### config.mk
export PLATFORM = sky130hd
export DESIGN_NAME = pkt_tx_arbiter
export DESIGN_NICKNAME = d
export VERILOG_FILES = /design/src/rtl/cpu_pkt_pkg.sv /design/src/rtl/rr_arbiter.sv /design/src/rtl/pkt_tx_arbiter.sv
export SDC_FILE = /design/constraint.sdc
export NUM_CORES = 1
export LEC_CHECK = 0
export BUFFER_PORTS_ARGS = -buffer_cell sky130_fd_sc_hd__buf_2
export CAP_MARGIN = 20
export CORE_AREA = 2 2 131 133
export CTS_BUF_LIST = sky130_fd_sc_hd__clkbuf_16
export CTS_CLUSTER_DIAMETER = 120
export DETAILED_ROUTE_END_ITERATION = 10
export DIE_AREA = 0 0 133 135
export GPL_ROUTABILITY_DRIVEN = 0
export SLEW_MARGIN = 25
export SYNTH_ARGS = -nofsm -noshare
export SYNTH_HDL_FRONTEND = slang
export SYNTH_HIERARCHICAL = 1
export SYNTH_SLANG_ARGS = --single-unit
### constraint.sdc
create_clock -name clk -period 3.2 [get_ports clk]
set_input_delay 0.16 -clock clk [delete_from_list [all_inputs] [get_ports clk]]
set_output_delay 0.16 -clock clk [all_outputs]
set_load 0.01 [all_outputs]
### src/rtl/cpu_pkt_pkg.sv
// Shared widths, field types and small helpers for the CPU packet transmit path.
package cpu_pkt_pkg;

    localparam int PAYLOAD = 32;
    localparam int FLAGS   = 11;
    localparam int ADDR    = 20;
    localparam int ID      = 2;
    localparam int EOP     = 1;

    // Largest requester count addressable by the ID field.
    localparam int MAX_REQ = 1 << ID;

    typedef logic [PAYLOAD-1:0] pkt_data_payload_t;
    typedef logic [FLAGS-1:0]   pkt_data_flags_t;
    typedef logic [ADDR-1:0]    pkt_data_addr_t;
    typedef logic [EOP-1:0]     pkt_ctl_eop_t;
    typedef logic [ID-1:0]      pkt_ctl_id_t;

    // One extra bit so pointer + offset never overflows before the modulo fold.
    typedef logic [ID:0]        pkt_id_sum_t;

    typedef enum logic {
        ST_IDLE   = 1'b0,
        ST_LOCKED = 1'b1
    } arb_state_e;

    // Cyclic successor of a requester index within n requesters.
    function automatic pkt_ctl_id_t next_id(input pkt_ctl_id_t id, input int unsigned n);
        if ((int'(id) + 1) >= int'(n)) begin
            return '0;
        end
        return id + pkt_ctl_id_t'(1);
    endfunction

endpackage

### src/rtl/rr_arbiter.sv
// Combinational round-robin picker: first requester at or after rr_ptr, cyclically.
module rr_arbiter
    import cpu_pkt_pkg::*;
#(
    parameter int NUM_REQ = 4
) (
    input  logic [NUM_REQ-1:0] req,
    input  pkt_ctl_id_t        rr_ptr,
    output logic [NUM_REQ-1:0] gnt_onehot,
    output pkt_ctl_id_t        gnt_bin,
    output logic               gnt_any
);

    // Requests padded to the full ID range so any ID value indexes safely.
    logic [MAX_REQ-1:0] req_ext;
    pkt_ctl_id_t        cand [NUM_REQ];
    logic [NUM_REQ-1:0] hit;

    assign req_ext = MAX_REQ'(req);

    // cand[k] is the requester examined k-th when starting from rr_ptr.
    for (genvar gi = 0; gi < NUM_REQ; gi++) begin : g_cand
        pkt_id_sum_t sum;
        assign sum      = {1'b0, rr_ptr} + pkt_id_sum_t'(gi);
        assign cand[gi] = (sum >= pkt_id_sum_t'(NUM_REQ))
                        ? pkt_ctl_id_t'(sum - pkt_id_sum_t'(NUM_REQ))
                        : pkt_ctl_id_t'(sum);
        assign hit[gi]  = req_ext[cand[gi]];
    end

    // Lowest search offset with an active request wins; scan downward so it lands last.
    always_comb begin
        gnt_bin = '0;
        gnt_any = 1'b0;
        for (int k = NUM_REQ - 1; k >= 0; k--) begin
            if (hit[k]) begin
                gnt_any = 1'b1;
                gnt_bin = cand[k];
            end
        end
    end

    for (genvar gi = 0; gi < NUM_REQ; gi++) begin : g_onehot
        assign gnt_onehot[gi] = gnt_any && (gnt_bin == pkt_ctl_id_t'(gi));
    end

endmodule

### src/rtl/pkt_tx_arbiter.sv
// Packet-locked round-robin arbiter merging CPU transmit requesters onto one
// registered co-processor beat stream. A grant holds until its eop beat is taken.
module pkt_tx_arbiter
    import cpu_pkt_pkg::*;
#(
    parameter int NUM_REQ = 4
) (
    input  logic                      clk,
    input  logic                      rst_n,
    input  logic [NUM_REQ-1:0]        req_valid,
    input  logic [NUM_REQ*PAYLOAD-1:0] req_data,
    input  logic [NUM_REQ*FLAGS-1:0]  req_flags,
    input  logic [NUM_REQ*ADDR-1:0]   req_proc_id,
    input  logic [NUM_REQ*EOP-1:0]    req_eop,
    output logic [NUM_REQ-1:0]        req_ready,
    output logic                      out_valid,
    output pkt_data_payload_t         out_data,
    output pkt_data_flags_t           out_flags,
    output pkt_data_addr_t            out_proc_id,
    output pkt_ctl_eop_t              out_eop,
    output pkt_ctl_id_t               out_id,
    input  logic                      out_ready
);

    arb_state_e         state_q, state_d;
    pkt_ctl_id_t        grant_q, grant_d;
    logic [NUM_REQ-1:0] grant_oh_q, grant_oh_d;
    pkt_ctl_id_t        rr_ptr_q, rr_ptr_d;

    logic               out_valid_q, out_valid_d;
    pkt_data_payload_t  out_data_q, out_data_d;
    pkt_data_flags_t    out_flags_q, out_flags_d;
    pkt_data_addr_t     out_proc_id_q, out_proc_id_d;
    pkt_ctl_eop_t       out_eop_q, out_eop_d;
    pkt_ctl_id_t        out_id_q, out_id_d;

    // Per-requester fields unpacked and padded to the full ID range.
    pkt_data_payload_t  data_arr [MAX_REQ];
    pkt_data_flags_t    flags_arr [MAX_REQ];
    pkt_data_addr_t     addr_arr [MAX_REQ];
    pkt_ctl_eop_t       eop_arr [MAX_REQ];
    logic [MAX_REQ-1:0] valid_ext;

    for (genvar gi = 0; gi < MAX_REQ; gi++) begin : g_unpack
        if (gi < NUM_REQ) begin : g_real
            assign data_arr[gi]  = req_data[gi*PAYLOAD +: PAYLOAD];
            assign flags_arr[gi] = req_flags[gi*FLAGS +: FLAGS];
            assign addr_arr[gi]  = req_proc_id[gi*ADDR +: ADDR];
            assign eop_arr[gi]   = req_eop[gi*EOP +: EOP];
            assign valid_ext[gi] = req_valid[gi];
        end else begin : g_pad
            assign data_arr[gi]  = '0;
            assign flags_arr[gi] = '0;
            assign addr_arr[gi]  = '0;
            assign eop_arr[gi]   = '0;
            assign valid_ext[gi] = 1'b0;
        end
    end

    logic [NUM_REQ-1:0] arb_onehot;
    pkt_ctl_id_t        arb_bin;
    logic               arb_any;

    rr_arbiter #(
        .NUM_REQ (NUM_REQ)
    ) u_rr_arbiter (
        .req        (req_valid),
        .rr_ptr     (rr_ptr_q),
        .gnt_onehot (arb_onehot),
        .gnt_bin    (arb_bin),
        .gnt_any    (arb_any)
    );

    // The output register can take a beat when empty or draining this cycle.
    logic can_load;
    logic locked;
    logic accept;

    assign can_load  = !out_valid_q || out_ready;
    assign locked    = (state_q == ST_LOCKED);
    assign accept    = locked && valid_ext[grant_q] && can_load;
    assign req_ready = (locked && can_load) ? grant_oh_q : '0;

    // Next-state for arbitration FSM, grant/pointer and output register.
    always_comb begin
        state_d       = state_q;
        grant_d       = grant_q;
        grant_oh_d    = grant_oh_q;
        rr_ptr_d      = rr_ptr_q;
        out_valid_d   = out_valid_q;
        out_data_d    = out_data_q;
        out_flags_d   = out_flags_q;
        out_proc_id_d = out_proc_id_q;
        out_eop_d     = out_eop_q;
        out_id_d      = out_id_q;

        case (state_q)
            ST_IDLE: begin
                if (arb_any) begin
                    grant_d    = arb_bin;
                    grant_oh_d = arb_onehot;
                    state_d    = ST_LOCKED;
                end
            end
            ST_LOCKED: begin
                // Only the last beat of a packet releases the grant.
                if (accept && (eop_arr[grant_q] != '0)) begin
                    rr_ptr_d = next_id(grant_q, NUM_REQ);
                    state_d  = ST_IDLE;
                end
            end
            default: begin
                state_d = ST_IDLE;
            end
        endcase

        if (accept) begin
            out_valid_d   = 1'b1;
            out_data_d    = data_arr[grant_q];
            out_flags_d   = flags_arr[grant_q];
            out_proc_id_d = addr_arr[grant_q];
            out_eop_d     = eop_arr[grant_q];
            out_id_d      = grant_q;
        end else if (out_ready) begin
            out_valid_d = 1'b0;
        end
    end

    // All state registers; reset drops any partial packet in flight.
    always_ff @(posedge clk or negedge rst_n) begin
        if (!rst_n) begin
            state_q       <= ST_IDLE;
            grant_q       <= '0;
            grant_oh_q    <= '0;
            rr_ptr_q      <= '0;
            out_valid_q   <= 1'b0;
            out_data_q    <= '0;
            out_flags_q   <= '0;
            out_proc_id_q <= '0;
            out_eop_q     <= '0;
            out_id_q      <= '0;
        end else begin
            state_q       <= state_d;
            grant_q       <= grant_d;
            grant_oh_q    <= grant_oh_d;
            rr_ptr_q      <= rr_ptr_d;
            out_valid_q   <= out_valid_d;
            out_data_q    <= out_data_d;
            out_flags_q   <= out_flags_d;
            out_proc_id_q <= out_proc_id_d;
            out_eop_q     <= out_eop_d;
            out_id_q      <= out_id_d;
        end
    end

    assign out_valid   = out_valid_q;
    assign out_data    = out_data_q;
    assign out_flags   = out_flags_q;
    assign out_proc_id = out_proc_id_q;
    assign out_eop     = out_eop_q;
    assign out_id      = out_id_q;

endmodule

==> results.txt, run 1 <==
Max-capacitance violation count -> 0
RSZ-0062 raised after global routing -> no
Iter 0 DRT Violations -> 137
Post-CTS Setup Bufs -> 0
Clk sinks -> 76
GRT Util Overall -> 0.166
Final Util -> 0.424
HPWL Detailed -> 11700 µm
Worst EP required -> 3410 ps
Achievable Freq -> 454 MHz
Clk slew on worst S/H paths -> 60 ps
Max H-tree Level -> 3
Layout cells sized above 1 -> 0.795
Drt wl/cell -> 17.8 µm
Syn nets -> 554
Post-DRT Antenna Nets -> 0
Clk pwr share -> 0.171
Synth unique cells -> 37
Synthesized cell area -> 4850 µm²
Hold crit path type -> in -> reg
Setup Skew -> 8.92 ps
Sequential fraction of the synthesis area -> 0.392
Critical path's largest stage delay -> 550 ps
Data arrival time of the worst path -> 2410 ps
Number of buffers created by CTS -> 9
Buf/Inv on CP -> 1
Post-synthesis async set-or-reset flop share -> 1.00
Diode count -> 0
Port bufs -> 333
Fin Hold WS -> 251 ps
Inst Count DP -> 818
Slew Viols, Final -> 0
Yosys warnings -> 6
PnR worst setup slack -> 999 ps
Grt ovf -> 0
DRT Pass-1 Iters -> 4
PD cells -> 961 nW/µm²
Mapped Avg Cell Area -> 16.7 µm²
DIE AREA -> 18000 µm²
Number of synthesized flops with an enable pin -> 0
Crit-path max FO -> 38
Leakage power -> 3.40 nW
Max VDD drop -> 551 µV
Synthesized instance count -> 290
Final Non-Filler Cells -> 835
Outcome -> complete, no violations
First-pass GRT wire length -> 23300 µm
Period Utilization, post-route -> 0.688
Critical path launch point type -> flop
CTS tree -> yes
Part of the power in registers -> 0.268
Psw -> 2.29 mW
Total power -> 6.68 mW
#FFs+latches synth -> 76
Final Hold Viols -> 0
Vias -> 4053
Number of antenna violations at the first check in global routing -> 0
Total Wirelength -> 14900 µm
Std-Cell Rows -> 47
Final instance area -> 6950 µm²
Comb power frac -> 0.561
Die width -> 133 µm
Critical path class -> reg -> reg
Net Sw Frac -> 0.343
Rel. slew slack -> 0.384
Worst Setup End Kind -> flop
Cell Chain, Critical Path -> mux4_2 -> nand3_4 -> buf_12 -> mux2_2
Core footprint -> 16400 µm²
CP max-delay cell -> mux4_2
Largest net degree at the start of global routing -> 70
Clk root buf -> clkbuf_16
Nets -> 874
Fin Setup TNS -> 0 ps
Slew @ Worst Pin -> 923 ps
Vias in the first global route -> 4515
Initial Util -> 0.295
I/O Pins -> 334
CTS Buffer Depth -> 2
Routed vias/inst -> 4.85
Area after DPL -> 6610 µm²
Family with the most delay on the worst path -> multiplexers
Final setup viols -> 0
Die Height -> 135 µm
Final Critical Period -> 2200 ps
Area Growth Syn to Fin -> 43.4%
Post-Place Setup Slack -> 953 ps
Int Power -> 4.39 mW
Worst skew pair latency -> 330 ps
Most used DFF post-synth -> dfrtp_1
DRC Markers -> 0
-- area by class of cell --
| class | count | area, µm² |
|---|---|---|
| Clock buffer | 9 | 225 |
| Fill cell | 1564 | 9460 |
| Timing Repair Buffer | 339 | 1730 |
| Inverter | 4 | 15.0 |
| Clock inverter | 7 | 109 |
| Multi-Input combinational cell | 180 | 2690 |
| Sequential cell | 76 | 1910 |
| Tap cell | 220 | 275 |
-- what timing repair did --
action	CTS	global route
hold endpoints to repair	66	0
gates resized for setup	0	0
hold buffers	1	0
endpoints found under the setup margin	0	0
-- logic make-up after synthesis --
family	count (synthesis)	synth area share
compound gates	21	0.0315
mux	140	0.499
fa+ha+maj	1	0.00258
simple gates	18	0.0201
flops	76	0.392
buf+inv	34	0.0540
-- power groups by stage --
| stage | Sequential (mW) | Clock [mW] | Combinational, mW |
|---|---|---|---|
| 6_report | 1.79 | 1.14 | 3.75 |
| 4_1_cts | 1.79 | 1.18 | 3.81 |
| 2_1_floorplan | 1.94 | 0 | 2.72 |
| 3_3_place_gp | 1.79 | 0 | 3.71 |
| 5_1_grt | 1.86 | 1.22 | 4.05 |
| 3_5_place_dp | 1.80 | 0 | 3.80 |
-- worst register-to-register path, cell delays in order (launching register included) --
cell and delay [ps]:
dfrtp_4 420, mux4_2 550, nand3_4 390, buf_12 350
mux2_2 380
-- sequential cells by signal, indices dropped and copies added (netlist names) --
register     cells
grant_oh_q       4
grant_q          2
locked           1
out_data        32
out_eop          1
out_flags       11
out_id           2
out_proc_id     20
out_valid        1
rr_ptr_q         2
-- layout by cell type, fill, tap and decap left out, types with 2 or more instances in the layout --
cell type	instances
bufinv_16	3
nand2_1	2
o221a_2	2
o21ai_1	2
inv_1	7
mux2_1	8
a21boi_0	2
mux4_2	65
nor2_1	5
o21ai_0	2
and3_1	4
buf_2	332
nor2b_1	2
mux2_4	30
mux2_2	36
dfrtp_1	74
a21oi_1	4
a22o_1	2
clkbuf_16	9
buf_4	5
-- Yosys cell counts, drive strengths merged, types with 2 or more instances --
master / instances / share of area
a22o: 2 / 0.0036
nor2: 5 / 0.0039
a21boi: 2 / 0.0031
clkbuf: 8 / 0.0062
dfrtp: 76 / 0.39
mux2: 74 / 0.20
a21oi: 4 / 0.0041
and3: 4 / 0.0052
nor2b: 2 / 0.0026
buf: 22 / 0.045
nand2: 2 / 0.0015
inv: 4 / 0.0031
nand3: 2 / 0.0031
mux4: 65 / 0.30
o21ai: 4 / 0.0041
o221a: 2 / 0.0046
-- routing by layer --
metal / GRT usage / vias up / routed length (µm)
met2: 0.292 / 214 / 7790
li1: - / 1802 / -
met5: 0 / - / 0
met1: 0.197 / 2011 / 5640
met4: 0.0508 / 0 / 264
met3: 0.0484 / 26 / 1190
-- worst paths after layout --
path | startpoint | end | slack [ps] | cells after the start
setup / recovery | grant_q[0] | out_proc_id[16] | 1000 | 4
hold / removal | req_proc_id[7] | out_proc_id[7] | 250 | 3
setup reg to reg | grant_q[0] | out_proc_id[16] | 1000 | 4
hold reg to reg | out_proc_id[7] | out_proc_id[7] | 480 | 1
max in group asynchronous | rst_n | out_proc_id[7] | 2000 | 3
min in group asynchronous | rst_n | out_data[26] | 490 | 2
Power figures use the tool's default switching activity.
==> run 2: changes to the inputs <==
Settings changed: ABC_AREA set to 1, CORE_AREA 2 2 131 133 to 2 2 130 132, DIE_AREA 0 0 133 135 to 0 0 132 134, PLACE_DENSITY set to 0.66.
Clock period 3.2 ns to 1.83 ns, I/O delays scaled along.
==> results.txt, run 2 <==
Outcome -> complete, no violations
Post-synthesis async set-or-reset flop share -> 1.00 (unchanged)
Post-Place Setup Slack -> 200 ps (-752 ps)
CP max-delay cell -> dfrtp_1
Top cells by count, synth -> nor2_1, nand2_1, o21ai_0
Critical path launch point type -> flop
Hold crit path type -> in -> reg
Die Height -> 134 µm (-0.74%)
Synthesized cell area -> 5200 µm² (+7.3%)
Die width -> 132 µm (-0.75%)
Post-CTS Setup Bufs -> 0 (unchanged)
Crit-path max FO -> 14 (-63%)
I/O Pins -> 334 (unchanged)
Fin Setup TNS -> 0 ps (unchanged)
Clk root buf -> clkbuf_16
Achievable Freq -> 616 MHz
Layout cells sized above 1 -> 0.328 (-0.467)
Most frequent cells in the layout -> buf_2, nor2_1, nand2_1, o21ai_0
Final Util -> 0.454 (+0.0303)
Syn nets -> 1096 (+98%)
DIE AREA -> 17700 µm² (-1.5%)
Register Area -> 1910 µm² (about the same)
Inst Count DP -> 1335 (+63%)
Period Utilization, post-route -> 0.887
Post-DRT Antenna Nets -> 0 (unchanged)
RSZ-0062 raised after global routing -> no
Std-Cell Rows -> 47 (unchanged)
Final Critical Period -> 1620 ps
#FFs+latches synth -> 76 (unchanged)
Largest net degree at the start of global routing -> 74 (+5.7%)
Mapped Avg Cell Area -> 6.25 µm² (-63%)
CTS tree -> yes
Largest register FFs -> 32 (unchanged)
Largest area contributor in the netlist -> dfrtp_1
Area contributors post-synth -> dfrtp_1, nor2_1, o21ai_0
Grt ovf -> 0 (unchanged)
CTS Buffer Depth -> 2 (unchanged)
Most used DFF post-synth -> dfrtp_1
Nets -> 1392 (+59%)
Vias -> 6399 (+58%)
Synthesized instance count -> 832 (+190%)
Final Hold Viols -> 0 (unchanged)
DRT Pass-1 Iters -> 4 (unchanged)
Worst EP required -> 1740 ps (-1670 ps)
Number of synthesized flops with an enable pin -> 0 (unchanged)
Final instance area -> 7390 µm² (+6.4%)
Total Wirelength -> 19000 µm (+28%)
Worst Setup End Kind -> output port
CP Launch Point -> out_valid
First-pass GRT wire length -> 29600 µm (+27%)
HPWL Detailed -> 14000 µm (+19%)
Core footprint -> 16300 µm² (-0.72%)
Data arrival time of the worst path -> 1530 ps (-880 ps)
Final Non-Filler Cells -> 1353 (+62%)
PD cells -> 1760 nW/µm² (+83%)
Drt wl/cell -> 14.0 µm (-21%)
Slew Viols, Final -> 0 (unchanged)
Port bufs -> 333 (unchanged)
Worst-case reg-to-reg path depth -> 8 (+4)
Area Growth Syn to Fin -> 42.2%
Setup Skew -> 8.86 ps (-0.0559 ps)
Slew @ Worst Pin -> 534 ps (-389 ps)
Area after DPL -> 7090 µm² (+7.3%)
Synth unique cells -> 19 (-49%)
Leading cell type in the layout, fill and taps excluded -> buf_2
Final setup viols -> 0 (unchanged)
Max-capacitance violation count -> 0 (unchanged)
Worst skew pair latency -> 340 ps (about the same)
Diode count -> 0 (unchanged)
Max H-tree Level -> 3 (unchanged)
Fin Hold WS -> 99.4 ps (-152 ps)
Most used cell along the critical path -> nor2_1
Iter 0 DRT Violations -> 324 (+140%)
Number of buffers created by CTS -> 9 (unchanged)
Worst path depth -> 7 (+3)
Family with the most delay on the worst path -> buffers and inverters
Cell Chain, Critical Path -> inv_2 -> nor2_1 -> nor2_4 -> buf_6 -> inv_1 -> nor2_1 -> buf_2
Critical path class -> reg -> out
Worst hold path depth -> 5 (+2)
PnR worst setup slack -> 207 ps (-792 ps)
Clk sinks -> 76 (unchanged)
Vias in the first global route -> 5981 (+32%)
Fill count -> 1720 (+10%)
GRT Util Overall -> 0.208 (+0.0422)
Total power -> 13.0 mW (+95%)
Most common cell in the netlist -> nor2_1
Initial Util -> 0.319 (+0.0238)
Routed vias/inst -> 4.73 (-2.6%)
Yosys warnings -> 6 (unchanged)
Hold Crit Start -> req_proc_id[71]
Sequential fraction of the synthesis area -> 0.366 (-0.0266)
Clk slew on worst S/H paths -> 60 ps (about the same)
Share of the synthesized area in the top cell type -> 0.366 (-0.0266)
Critical path's largest stage delay -> 400 ps (-150 ps)
Rel. slew slack -> 0.644 (+0.260)
DRC Markers -> 0 (unchanged)
Buf/Inv on CP -> 4 (+3)
Multi-input logic area -> 2880 µm² (+7.1%)
Number of antenna violations at the first check in global routing -> 0 (unchanged)
Max VDD drop -> 662 µV (+20%)
RR Startpoint -> rr_ptr_q[0]
Leakage power -> 4.02 nW (+18%)
## run 2: cell count changes after synthesis, sizes merged, moves of 16 or more
cell    before  now
nor2         5  209
o21ai        4  195
nand2        2  175
mux2        74    0
nand3        2   75
mux4        65    0
inv          4   25
clkbuf       8   28
buf         22   38
## run 2: path summary, 6_finish.rpt
kind | endpoint | slack, ps
setup / recovery | req_ready[0] | 210
hold reg to reg | out_data[19] | 470
hold / removal | out_proc_id[11] | 100
setup reg to reg | grant_q[1] | 270
max in group asynchronous | grant_q[0] | 940
min in group asynchronous | out_data[7] | 270
## run 2: cell families (layout without fill, tap and decap cells)
group | Yosys count | in the layout | synth area share
AOI/OAI and AO/OA | 203 | 203 | 0.197
adders and majority gates | 1 | 1 | 0.00241
buffers and inverters | 91 | 392 | 0.0809
DFF | 76 | 76 | 0.366
and+or+nand+nor | 461 | 461 | 0.354
## run 2: per-layer routing
layer	vias up	GRT usage	part of all wire
met5	-	0	0
met4	0	0.0827	0.025
met3	36	0.0469	0.071
met2	255	0.356	0.47
met1	2812	0.255	0.44
li1	3296	-	-
## run 2: layout make-up
cell class / count / area share
inverters: 25 / 0.0132
well taps: 220 / 0.0372
multi-input cells: 665 / 0.390
clock buffers: 9 / 0.0305
repair buffers: 351 / 0.264
flip-flops and latches: 76 / 0.258
clock inverters: 7 / 0.00795
## run 2: worst reg2reg max path, delay by kind of cell, from the launching register on
kind	cells	cell delay [ps]
AND/OR/NAND/NOR	6	720
AO/OA/AOI/OAI	1	150
buffers and inverters	1	160
flip-flops	1	430
## run 2: report_power, final
part	internal, mW	switching [mW]	leakage [nW]
logic	3.05	5.20	2.95
clock network	1.04	0.690	0.141
registers	2.56	0.494	0.935
## run 2: timing repair
action,4_1_cts,5_1_grt
gates resized for setup,0,2
endpoints found under the setup margin,0,2
hold buffers,2,0
endpoints found under the hold margin,37,0
==> run 3: changes to the inputs <==
==> constraint.sdc (replaced) <==
create_clock -name clk -period 1.83 [get_ports clk]
set_input_delay 0 -clock clk [delete_from_list [all_inputs] [get_ports clk]]
set_output_delay 0 -clock clk [all_outputs]
set_load 0.01 [all_outputs]
==> results.txt, run 3 (same netlist as run 2, synthesis figures left out) <==
Post-CTS Setup Bufs -> 0 (unchanged)
Fin Setup TNS -> 0 ps (unchanged)
First-pass GRT wire length -> 30000 µm (+1.2%)
DIE AREA -> 17700 µm² (unchanged)
Routed length on met1 -> 8180 µm (-1.3%)
Fill count -> 1701 (-1.1%)
Worst skew pair latency -> 340 ps (about the same)
Period Utilization, post-route -> 0.887 (about the same)
CTS tree -> yes
Crit-path max FO -> 35 (+21)
Cell Chain, Critical Path -> clkinv_2 -> nor2_1 -> nand2_1 -> nand2_2 -> buf_12 -> nand3_1 -> nand2_1 -> nand2_1
Setup Skew -> 11.6 ps (+2.71 ps)
Routed vias/inst -> 4.79 (+1.2%)
Diode count -> 0 (unchanged)
PD cells -> 1770 nW/µm² (+0.52%)
Worst-case reg-to-reg path depth -> 8 (unchanged)
Max VDD drop -> 767 µV (+16%)
Rel. slew slack -> 0.644 (about the same)
Initial Util -> 0.319 (unchanged)
Most used cell along the critical path -> nand2_1
Grt ovf -> 0 (unchanged)
Total Wirelength -> 18900 µm (-0.20%)
Clk pwr share -> 0.143 (+0.011)
WL met3 -> 1470 µm (+9.3%)
Worst EP required -> 2040 ps (+300 ps)
Post_cts resized -> 0 (unchanged)
Leading cell type in the layout, fill and taps excluded -> buf_2
Most frequent cells in the layout -> buf_2, nor2_1, nand2_1, o21ai_0
Comb power frac -> 0.625 (-0.008)
Critical path launch point type -> flop
I/O Pins -> 334 (unchanged)
Part of the power in registers -> 0.232 (-0.002)
Data arrival time of the worst path -> 1830 ps (+300 ps)
Slew @ Worst Pin -> 534 ps (-0.558 ps)
Slew Viols, Final -> 0 (unchanged)
Worst path depth -> 8 (+1)
DRC Markers -> 0 (unchanged)
Nets -> 1394 (+0.14%)
Worst Setup End Kind -> flop
Std-Cell Rows -> 47 (unchanged)
Area Growth Syn to Fin -> 43.0%
Top layer in use -> met4
Clk slew on worst S/H paths -> 60 ps (about the same)
Largest net degree at the start of global routing -> 74 (unchanged)
Final setup viols -> 0 (unchanged)
RSZ-0062 raised after global routing -> no
Worst hold path depth -> 5 (unchanged)
Core footprint -> 16300 µm² (unchanged)
Vias -> 6486 (+1.4%)
Iter 0 DRT Violations -> 296 (-8.6%)
Family with the most delay on the worst path -> simple AND/OR/NAND/NOR gates
Layout cells sized above 1 -> 0.327 (-0.00146)
Critical path's largest stage delay -> 400 ps (about the same)
Max-capacitance violation count -> 0 (unchanged)
DRT Pass-1 Iters -> 5 (+1)
Number of antenna violations at the first check in global routing -> 0 (unchanged)
GRT Util Overall -> 0.211 (+0.00288)
Die width -> 132 µm (unchanged)
Largest register FFs -> 32 (unchanged)
Buf/Inv on CP -> 2 (-2)
Psw -> 6.39 mW (+0.13%)
Port bufs -> 333 (unchanged)
Max H-tree Level -> 3 (unchanged)
Number of buffers created by CTS -> 9 (unchanged)
Clk root buf -> clkbuf_16
Post-DRT Antenna Nets -> 0 (unchanged)
Drt wl/cell -> 14.0 µm (-0.35%)
Outcome -> complete, no violations
Leakage power -> 4.04 nW (+0.36%)
Hold crit path type -> in -> reg
Net Sw Frac -> 0.486 (-0.00448)
Critical path class -> reg -> reg
Achievable Freq -> 616 MHz (about the same)
Final Hold Viols -> 0 (unchanged)
CTS hold repair buffers -> 4 (+2)
HPWL Detailed -> 14000 µm (-0.39%)
Final Critical Period -> 1620 ps (+0.619 ps)
Vias in the first global route -> 6095 (+1.9%)
Die Height -> 134 µm (unchanged)
Clk sinks -> 76 (unchanged)
Final Util -> 0.456 (+0.00238)
CP max-delay cell -> dfrtp_1
CTS Buffer Depth -> 2 (unchanged)
Int Power -> 6.77 mW (+1.9%)
Met2 routed WL -> 8880 µm (+0.15%)
-- run 3: path summary, 6_finish.rpt --
path / startpoint / to / slack, ps
worst min register to register: out_data[19] / out_data[19] / 470
min in group asynchronous: rst_n / out_data[7] / 180
worst min-delay path: req_flags[40] / out_flags[7] / 10
worst max register to register: grant_q[1] / locked / 210
max in group asynchronous: rst_n / grant_q[0] / 1020
worst max-delay path: grant_q[1] / locked / 210
-- run 3: metal layers --
metal  track usage  vias up
met3        0.0484       30
li1              -     3299
met4        0.0773        0
met1         0.257     2873
met5             0        -
met2         0.365      284
-- run 3: metrics by stage --
stage	instances	setup slack (ps)	hold slack [ps]	area [µm²]	power [mW]
6_report	1355	206	14.7	7430	13.2
5_1_grt	1355	39.5	26.6	7430	14.5
4_1_cts	1355	188	0.886	7430	13.3
3_5_place_dp	1335	198	14.3	7090	11.4
3_3_place_gp	1335	240	8.77	7090	11.3
2_1_floorplan	832	358	-296	5200	8.62
-- run 3: power groups by stage --
stage	sequential, mW	combinational [mW]	clock, mW
after floorplan	3.31	5.31	0
after global placement	3.06	8.24	0
after detailed placement	3.06	8.31	0
after CTS	3.05	8.34	1.94
after global routing	3.15	9.39	2.01
final	3.05	8.23	1.88
-- run 3: final cells by class --
cell class	count	area, µm²	area share
clock buffers	9	225	0.0303
clock inverters	7	82.6	0.0111
inverters	25	96.3	0.0130
multi-input cells	665	2880	0.388
flip-flops and latches	76	1910	0.256
well taps	220	275	0.0370
repair buffers	353	1970	0.265
-- run 3: tightest hold or removal path, cell delays in order --
cell,delay (ps)
buf_2,70
o21ai_0,60
o21ai_1,70
nand3_1,70
nand2_1,50
